===== config.mk =====
export PLATFORM = sky130hd
export DESIGN_NAME = alu_mdu
export DESIGN_NICKNAME = d
export VERILOG_FILES = /design/src/rtl/alu_mdu.sv
export SDC_FILE = /design/constraint.sdc
export NUM_CORES = 1
export LEC_CHECK = 0
export ABC_AREA = 1
export CORE_ASPECT_RATIO = 1.1
export CORE_MARGIN = 2
export CORE_UTILIZATION = 35
export DETAILED_ROUTE_END_ITERATION = 8
export PLACE_DENSITY = 0.58
export SYNTH_ARGS = -nofsm -noshare
export SYNTH_HDL_FRONTEND = slang
export SYNTH_SLANG_ARGS = --single-unit

===== constraint.sdc =====
create_clock -name clk -period 5.3 [get_ports clk]
set_clock_uncertainty 0.05 [all_clocks]
set_input_delay 1.325 -clock clk [delete_from_list [all_inputs] [get_ports clk]]
set_output_delay 1.325 -clock clk [all_outputs]
set_load 0.01 [all_outputs]

===== src/rtl/alu_mdu.sv =====
// EX-stage ALU with signed-overflow detection, plus an iterative shift-add
// multiplier / restoring divider that writes HI/LO after WIDTH cycles.
module alu_mdu #(
  parameter int WIDTH = 32
) (
  input  logic             clk,
  input  logic             rst,
  input  logic [WIDTH-1:0] A,
  input  logic [WIDTH-1:0] B,
  input  logic [4:0]       ALUOp,
  input  logic             start,
  output logic [WIDTH-1:0] C,
  output logic             Zero,
  output logic             Overflow,
  output logic             busy,
  output logic             done,
  output logic [WIDTH-1:0] hi,
  output logic [WIDTH-1:0] lo
);

  localparam int SHW = $clog2(WIDTH);
  localparam int MSB = WIDTH - 1;
  localparam logic [SHW-1:0] LAST_ITER = SHW'(WIDTH - 1);

  localparam logic [4:0] OP_ADD  = 5'd1;
  localparam logic [4:0] OP_SUB  = 5'd2;
  localparam logic [4:0] OP_AND  = 5'd3;
  localparam logic [4:0] OP_OR   = 5'd4;
  localparam logic [4:0] OP_SLT  = 5'd5;
  localparam logic [4:0] OP_SLTU = 5'd6;
  localparam logic [4:0] OP_SLL  = 5'd7;
  localparam logic [4:0] OP_NOR  = 5'd8;
  localparam logic [4:0] OP_LUI  = 5'd9;
  localparam logic [4:0] OP_SRL  = 5'd10;
  localparam logic [4:0] OP_SRA  = 5'd11;
  localparam logic [4:0] OP_XOR  = 5'd12;
  localparam logic [4:0] OP_MFHI = 5'd13;
  localparam logic [4:0] OP_MFLO = 5'd14;

  typedef enum logic [1:0] {IDLE, RUN, DONE} state_t;

  state_t state_reg, state_next;

  logic [WIDTH-1:0] hi_reg, lo_reg;
  logic [WIDTH-1:0] work_hi_reg, work_lo_reg;
  logic [WIDTH-1:0] operand_reg, dividend_reg;
  logic [SHW-1:0]   count_reg;
  logic             md_div_reg, neg_q_reg, neg_r_reg, div_zero_reg;

  // ---------------------------------------------------------------------
  // Barrel shifter: one right shifter; SLL reuses it on bit-reversed B.
  // ---------------------------------------------------------------------
  logic [SHW-1:0]           sh;
  logic                     shift_left, shift_fill;
  logic [WIDTH-1:0]         b_rev, shr_in, shr_out, shl_out;
  logic [SHW:0][WIDTH-1:0]  shr_stage;

  assign sh         = A[SHW-1:0];
  assign shift_left = (ALUOp == OP_SLL);
  assign shift_fill = (ALUOp == OP_SRA) & B[MSB];

  generate
    for (genvar gi = 0; gi < WIDTH; gi++) begin : g_rev
      assign b_rev[gi]   = B[WIDTH-1-gi];
      assign shl_out[gi] = shr_out[WIDTH-1-gi];
    end
  endgenerate

  assign shr_in       = shift_left ? b_rev : B;
  assign shr_stage[0] = shr_in;

  generate
    for (genvar gi = 0; gi < SHW; gi++) begin : g_shr
      assign shr_stage[gi+1] = sh[gi]
        ? {{(2**gi){shift_fill}}, shr_stage[gi][WIDTH-1:2**gi]}
        : shr_stage[gi];
    end
  endgenerate

  assign shr_out = shr_stage[SHW];

  // ---------------------------------------------------------------------
  // Combinational result path
  // ---------------------------------------------------------------------
  logic [WIDTH-1:0] sum, diff;

  assign sum  = A + B;
  assign diff = A - B;

  always_comb begin
    C        = A;
    Overflow = 1'b0;
    case (ALUOp)
      OP_ADD: begin
        C        = sum;
        Overflow = (A[MSB] == B[MSB]) && (sum[MSB] != A[MSB]);
      end
      OP_SUB: begin
        C        = diff;
        Overflow = (A[MSB] != B[MSB]) && (diff[MSB] != A[MSB]);
      end
      OP_AND:  C = A & B;
      OP_OR:   C = A | B;
      OP_SLT:  C = {{(WIDTH-1){1'b0}}, ($signed(A) < $signed(B))};
      OP_SLTU: C = {{(WIDTH-1){1'b0}}, (A < B)};
      OP_SLL:  C = shl_out;
      OP_NOR:  C = ~(A | B);
      OP_LUI:  C = B << (WIDTH / 2);
      OP_SRL:  C = shr_out;
      OP_SRA:  C = shr_out;
      OP_XOR:  C = A ^ B;
      OP_MFHI: C = hi_reg;
      OP_MFLO: C = lo_reg;
      default: C = A;
    endcase
  end

  assign Zero = (C == '0);

  // ---------------------------------------------------------------------
  // Multiply/divide datapath. Both run on operand magnitudes; signs are
  // re-applied when HI/LO are written.
  // ---------------------------------------------------------------------
  logic             start_ok, op_signed;
  logic [WIDTH-1:0] a_mag, b_mag;

  assign start_ok  = start && (ALUOp[4:2] == 3'b100);
  assign op_signed = ~ALUOp[0];
  assign a_mag     = (op_signed && A[MSB]) ? -A : A;
  assign b_mag     = (op_signed && B[MSB]) ? -B : B;

  logic [WIDTH:0]   mul_sum, div_trial;
  logic             div_ok;
  logic [WIDTH-1:0] step_hi, step_lo;

  assign mul_sum   = {1'b0, work_hi_reg} + (work_lo_reg[0] ? {1'b0, operand_reg} : '0);
  assign div_trial = {work_hi_reg, work_lo_reg[MSB]} - {1'b0, operand_reg};
  // Partial remainder stays below the divisor, so the trial MSB is a clean sign.
  assign div_ok    = ~div_trial[WIDTH];

  assign step_hi = md_div_reg
    ? (div_ok ? div_trial[WIDTH-1:0] : {work_hi_reg[WIDTH-2:0], work_lo_reg[MSB]})
    : mul_sum[WIDTH:1];
  assign step_lo = md_div_reg
    ? {work_lo_reg[WIDTH-2:0], div_ok}
    : {mul_sum[0], work_lo_reg[WIDTH-1:1]};

  logic [2*WIDTH-1:0] prod_raw, prod_fix;
  logic [WIDTH-1:0]   hi_final, lo_final;

  assign prod_raw = {step_hi, step_lo};
  assign prod_fix = neg_q_reg ? -prod_raw : prod_raw;

  always_comb begin
    hi_final = prod_fix[2*WIDTH-1:WIDTH];
    lo_final = prod_fix[WIDTH-1:0];
    if (md_div_reg) begin
      if (div_zero_reg) begin
        hi_final = dividend_reg;
        lo_final = '1;
      end else begin
        hi_final = neg_r_reg ? -step_hi : step_hi;
        lo_final = neg_q_reg ? -step_lo : step_lo;
      end
    end
  end

  // ---------------------------------------------------------------------
  // Control FSM
  // ---------------------------------------------------------------------
  always_ff @(posedge clk) begin
    if (rst) state_reg <= IDLE;
    else     state_reg <= state_next;
  end

  always_comb begin
    state_next = state_reg;
    case (state_reg)
      IDLE:    if (start_ok) state_next = RUN;
      RUN:     if (count_reg == LAST_ITER) state_next = DONE;
      DONE:    state_next = start_ok ? RUN : IDLE;
      default: state_next = IDLE;
    endcase
  end

  always_ff @(posedge clk) begin
    if (rst) begin
      hi_reg       <= '0;
      lo_reg       <= '0;
      work_hi_reg  <= '0;
      work_lo_reg  <= '0;
      operand_reg  <= '0;
      dividend_reg <= '0;
      count_reg    <= '0;
      md_div_reg   <= 1'b0;
      neg_q_reg    <= 1'b0;
      neg_r_reg    <= 1'b0;
      div_zero_reg <= 1'b0;
    end else if (state_reg != RUN && start_ok) begin
      work_hi_reg  <= '0;
      work_lo_reg  <= a_mag;
      operand_reg  <= b_mag;
      dividend_reg <= A;
      count_reg    <= '0;
      md_div_reg   <= ALUOp[1];
      neg_q_reg    <= op_signed & (A[MSB] ^ B[MSB]);
      neg_r_reg    <= op_signed & A[MSB];
      div_zero_reg <= (B == '0);
    end else if (state_reg == RUN) begin
      work_hi_reg <= step_hi;
      work_lo_reg <= step_lo;
      count_reg   <= count_reg + 1'b1;
      if (count_reg == LAST_ITER) begin
        hi_reg <= hi_final;
        lo_reg <= lo_final;
      end
    end
  end

  assign busy = (state_reg == RUN);
  assign done = (state_reg == DONE);
  assign hi   = hi_reg;
  assign lo   = lo_reg;

endmodule


After elaboration in Yosys (flattened, before gate mapping)

Cells that the tools add are included.

Add/subtract/negate cells: 10
$lt $le $gt $ge: 2
Equality and inequality tests: 25
Mux-type cells: 27
Bitwise operators: 11
Reductions and logical operators: 14

Operators with widths:

| operator            | count |
|---|---|
| $mux 32             | 20 |
| $pmux 32 s13        | 1 |
| $neg 32->32         | 4 |
| $logic_not 32->1    | 2 |
| $lt 32x32->1        | 2 |
| $mux 64             | 1 |
| $neg 64->64         | 1 |
| $eq 5x4->1 const B  | 7 |
| $add 32x32->33      | 1 |
| $sub 33x32->33      | 1 |
| $add 32x32->32      | 1 |
| $and 32x32->32      | 1 |
| $not 32->32         | 1 |
| $or 32x32->32       | 1 |
| $sub 32x32->32      | 1 |
| $xor 32x32->32      | 1 |
| $eq 5x3->1 const B  | 4 |
| $eq 5x2->1 const B  | 2 |
| $logic_and 1x1->1   | 6 |
| $pmux 2 s3          | 1 |
| $add 5x1->5 const B | 1 |
| $eq 5x1->1 const B  | 1 |
| $eq 5x5->1 const B  | 1 |
| $mux 2              | 2 |
| other kinds (17)    | 25 |

Register bits: 203
Input bits: 72
Output and inout bits: 100
Word-level logic and storage cells: 101

Longest topological paths before layout

Depth after elaboration: 9
Gate-level depth with buffers: 33
Gate-level depth less buffers: 33

Worst setup path before layout

OpenSTA, ideal clock, no wires.

Kind: input-to-output
From: in A[2]
To: out Zero
Arrival: 4.277 ns
Slack: -0.352 ns
Cell stages on the path: 23
Buffers on the path: 2
Cell sequence: buf_2 clkinv_1 clkbuf_1 ha_1 inv_1 nand3_1 nand2_1 a21oi_1 o21ai_0 a21boi_0 o21ai_0 nand2_1 nand2_1 nand2_1 nand3_1 nand3_1 nor2_1 nand3_1 nor2_1 nand2_1 nor2_1 nand2_1 nor2_1

Longest elaborated chain between the ends: 5
Elaborated cells between the ends (all ways): 13

RTL lines:

| element                                                | line | text |
|---|---|---|
| start, declared                                        | 8    | `input logic [WIDTH-1:0] A,` |
| branches (longest 3 deep; another with $sub 32x32->32) | --   |  |
| $pmux 32 s13 (*)                                       | 93   | `case (ALUOp)` |
| named net C[21]                                        | 12   | `output logic [WIDTH-1:0] C,` |
| $logic_not 32->1 (*)                                   | 118  | `assign Zero = (C == '0);` |
| end, declared                                          | 13   | `output logic Zero,` |

Mark *: on every way through the listed nets, which the timed path passes.

Worst setup path after layout

From: in A[1]
To: out Zero

Longest elaborated chain between the ends: 6
Elaborated cells between the ends (all ways): 14

RTL lines:

| element                                                | line |
|---|---|
| branches (longest 4 deep; another with $sub 32x32->32) | -- |
| $pmux 32 s13 (*)                                       | 93 |
| $logic_not 32->1 (*)                                   | 118 |

Mark *: on every way between the ends.

==> out/metrics.json <==
{
  "outcome": {"value": "finished, violations left"},
  "violations": {"value": "setup timing"},
  "fin_ws": {"value": -443, "unit": "ps"},
  "synth_cell_types": {"value": 65},
  "drt-pass1-iter-count": {"value": 7},
  "irDropWorstVdd": {"value": 226, "unit": "uV"},
  "worst_hold_path_type": {"value": "reg2reg"},
  "postSynthCellCount": {"value": 5089},
  "post_synth.cell_area_avg": {"value": 5.45, "unit": "sq um"},
  "clkTransAtPathRegs": {"value": 70, "unit": "ps"},
  "cellInternalPower": {"value": 0.00419, "unit": "W"},
  "globalplace.congestion": {"value": 1.13},
  "cpLargestDelayFamily": {"value": "buffers and inverters"},
  "post_synth_mux_area_share": {"value": 0.217, "unit": "%"},
  "vias_per_cell": {"value": 5.69},
  "initial_core_util": {"value": 35.2, "unit": "%"},
  "crit_path_cell_trace": {"value": "buf_8 -> buf_4 -> buf_4 -> ha_4 -> a21oi_2 -> nand2_2 -> a21oi_2 -> buf_6 -> inv_1 -> nand2_2 -> nand2_4 -> a21oi_2 -> inv_2 -> buf_4 -> o21ai_2 -> nand2_1 -> inv_2 -> nand4_1 -> a21oi_1 -> nand2_1 -> nor2_2 -> nand2_1 -> nor2_2 -> buf_2"},
  "timing.final.hold_violations": {"value": 0},
  "critPathCaptureType": {"value": "primary output"},
  "vias": {"value": 39800},
  "drive_gt1_share": {"value": 29.4, "unit": "%"},
  "layout.nets": {"value": 6167},
  "number_of_global_route_vias_before_repair": {"value": 36300},
  "switch_share": {"value": 45.8, "unit": "%"},
  "path_max_fanout": {"value": 5},
  "fin_util": {"value": 52.3, "unit": "%"},
  "critPathMaxStageDelay": {"value": 250, "unit": "ps"},
  "rsz_0062_raised_after_global_routing": {"value": "yes"},
  "power_density": {"value": 188, "unit": "nW/um^2"},
  "clock_latency": {"value": 600, "unit": "ps"},
  "tritoncts_num_sinks": {"value": 203},
  "yosys_warnings": {"value": 0},
  "power.leakage": {"value": 20.3, "unit": "nW"},
  "holdCritStartpoint": {"value": "dividend_reg[30]$_SDFFE_PP0P_"},
  "synth_compound_gate_area_share": {"value": 22.3, "unit": "%"},
  "layout.cells.most_common": {"value": "nand2_1"},
  "required_time_reported_for_the_critical_path_endpoint": {"value": 3920, "unit": "ps"},
  "largest_net_degree_at_the_start_of_global_routing": {"value": 120},
  "power.net_switching": {"value": 0.00354, "unit": "W"},
  "worstSetupPathType": {"value": "in2out"},
  "cp-start-kind": {"value": "primary input"},
  "synth-edff-count": {"value": 0},
  "fin_cells": {"value": 6993},
  "ios": {"value": 172},
  "crit-reg2reg-capture": {"value": "hi[18]$_SDFFE_PP0P_"},
  "worst_path_max_delay_cell": {"value": "nand4_1"},
  "number_of_antenna_violations_at_the_first_check_in_global_routing": {"value": 4},
  "fp-row-count": {"value": 108},
  "layout.cells.most_common_list": {"value": "nand2_1 (1,317), buf_4 (740), inv_1 (656), nor2_1 (403), nand3_1 (354)"},
  "dieWidth": {"value": 272, "unit": "um"},
  "cts_tree": {"value": "done"},
  "power": {"value": 0.00773, "unit": "W"},
  "slew-limit-headroom": {"value": 28.8, "unit": "%"},
  "crit_buf_inv": {"value": 9},
  "core_area": {"value": 78600, "unit": "sq um"},
  "post_synth_net_total": {"value": 5331},
  "min_period_over_period": {"value": 108, "unit": "%"},
  "ctsRootBufferMaster": {"value": "clkbuf_16"},
  "worst_pin_slew": {"value": 1060, "unit": "ps"},
  "chipHeight": {"value": 299, "unit": "um"},
  "worstRegToRegCells": {"value": 33},
  "drt_first_iter_violations": {"value": 4647},
  "number_of_max_capacitance_violations_reported": {"value": 0},
  "wl_per_cell": {"value": 24.9, "unit": "um"},
  "cts_hold_buffers": {"value": 0},
  "io_buffers": {"value": 171},
  "area.growth.synth_to_final": {"value": 48.4, "unit": "%"},
  "ys_seq_area_share": {"value": 14.7, "unit": "%"},
  "ctsLongestPathBuffers": {"value": 3},
  "holdPathStages": {"value": 2},
  "synth_top_family_by_area": {"value": "simple AND/OR/NAND/NOR gates"},
  "track_usage": {"value": 40.6, "unit": "%"},
  "numCtsBuffers": {"value": 26},
  "globalRoute.totalOverflow": {"value": 0},
  "detail_route.wirelength": {"value": 174000, "unit": "um"},
  "critical_path.reg2reg.startpoint": {"value": "work_lo_reg[31]$_SDFFE_PP0P_"},
  "grt_first_pass_wirelength": {"value": 244000, "unit": "um"},
  "floorplan.die_area": {"value": 81500, "unit": "sq um"},
  "netlist_area": {"value": 27700, "unit": "sq um"},
  "final.min_clock_period": {"value": 5740, "unit": "ps"},
  "relative_contribution_of_combinational_cells_to_total_power": {"value": 55.3, "unit": "%"},
  "dp.final_hpwl": {"value": 140000, "unit": "um"},
  "remaining_drc_errors": {"value": 0},
  "finalMaxSlewViolations": {"value": 0},
  "worst_ep_arrival_time": {"value": 4370, "unit": "ps"},
  "pwr-share-seq": {"value": 20.9, "unit": "%"},
  "primary_ff_master_synth": {"value": "dfxtp_1"},
  "achievable-frequency": {"value": 0.174, "unit": "GHz"},
  "async_flop_share": {"value": 0, "unit": "%"},
  "worst-r2r-setup-slack": {"value": 360, "unit": "ps"},
  "dp_cells": {"value": 6808},
  "simple_gate_share_of_the_synthesized_area": {"value": 39.4, "unit": "%"},
  "post_synth_fa_ha_maj_area_fraction": {"value": 7.78, "unit": "%"},
  "clockPowerShare": {"value": 23.8, "unit": "%"},
  "post_synth_xor_area_fraction": {"value": 1.80, "unit": "%"},
  "place_worst_setup_slack": {"value": -1730, "unit": "ps"},
  "yosys_register_bits": {"value": 203},
  "setup_violations": {"value": 18},
  "ant_nets": {"value": 0},
  "cts-htree-levels": {"value": 1},
  "hold_path_end": {"value": "dividend_reg[30]$_SDFFE_PP0P_"}
}
-- worst register-to-register path, delay by kind of cell (launching register included) --
| kind | cells | cell delay (ps) |
|---|---|---|
| adders and majority gates | 3 | 900 |
| DFF | 1 | 330 |
| buffers and inverters | 4 | 420 |
| and+or+nand+nor | 25 | 2860 |
| AOI/OAI and AO/OA | 1 | 230 |
-- logic make-up after synthesis --
group           Yosys count
flops                   203
mux                       6
fa+ha+maj               170
xor+xnor                 57
simple gates           2585
compound gates         1065
buf+inv                1003
-- metal layers --
metal	global-route usage, %	share of wire (%)	vias up	wire [um]
met3	6.09	9.9	698	17200
met4	34.5	11	0	19100
met2	61.7	42	2482	72300
met5	0	0	-	0
met1	50.3	38	18300	65300
li1	-	-	18300	-
-- area by class of cell --
| cell class | count | area (sq um) |
|---|---|---|
| diodes | 5 | 12.5 |
| clock buffers | 29 | 682 |
| clock inverters | 17 | 188 |
| fillers | 8202 | 37500 |
| inverters | 786 | 3040 |
| multi-input cells | 3883 | 23100 |
| flip-flops and latches | 203 | 4070 |
| well taps | 1045 | 1310 |
| repair buffers | 1025 | 8710 |
-- power by group through the flow --
stage / clock [W] / sequential (W) / combinational [W]
finish: 0.00184 / 0.00161 / 0.00427
global route: 0.00191 / 0.00161 / 0.00451
CTS: 0.00185 / 0.00161 / 0.00390
detailed placement: 0 / 0.00164 / 0.00350
global placement: 0 / 0.00164 / 0.00350
floorplan: 0 / 0.00162 / 0.00186
-- how the worst max path moves through the flow --
stage	start	end	slack, ps	cells after the start
after CTS	B[1]	Zero	-380	23
after floorplan	A[4]	Zero	0.3	21
after global routing	ALUOp[4]	Zero	-470	30
after global placement	A[0]	Zero	-1720	22
final	A[1]	Zero	-440	24
after detailed placement	A[7]	Zero	-1730	23
-- per-stage QoR --
stage,hold WS [ps],setup TNS (ps),area (sq um)
after floorplan,377,0,27800
after global placement,392,-38530,35500
after detailed placement,396,-39090,35500
after CTS,406,-1620,39400
after global routing,429,-3420,41100
final,411,-1930,41100
-- synthesized netlist by cell type, types with 20 or more instances --
master / instances / area share [%]
o211ai_1: 76 / 2.1
xor2_1: 48 / 1.5
buf_1: 26 / 0.35
o21ai_0: 420 / 7.6
nor2_1: 490 / 6.6
clkbuf_1: 163 / 2.2
a31oi_1: 31 / 0.70
nand2_1: 1418 / 19
inv_1: 767 / 10
buf_2: 20 / 0.36
nand4_1: 58 / 1.3
o221ai_1: 30 / 0.95
nand3_1: 442 / 8.0
or2_2: 24 / 0.54
nand3b_1: 23 / 0.62
o22ai_1: 29 / 0.65
a221oi_1: 22 / 0.70
nor3_1: 54 / 0.97
dfxtp_1: 203 / 15
ha_1: 166 / 7.5
nand2_2: 22 / 0.50
a21oi_1: 323 / 5.8
-- repair_timing --
action                                  4_1_cts  5_1_grt
endpoints found under the setup margin       34       45
setup buffers                               112       63
cloned                                        3        0
pin swaps                                   238      231
resized for setup                          1005      458
No activity file was read; power rests on OpenSTA's default activity.
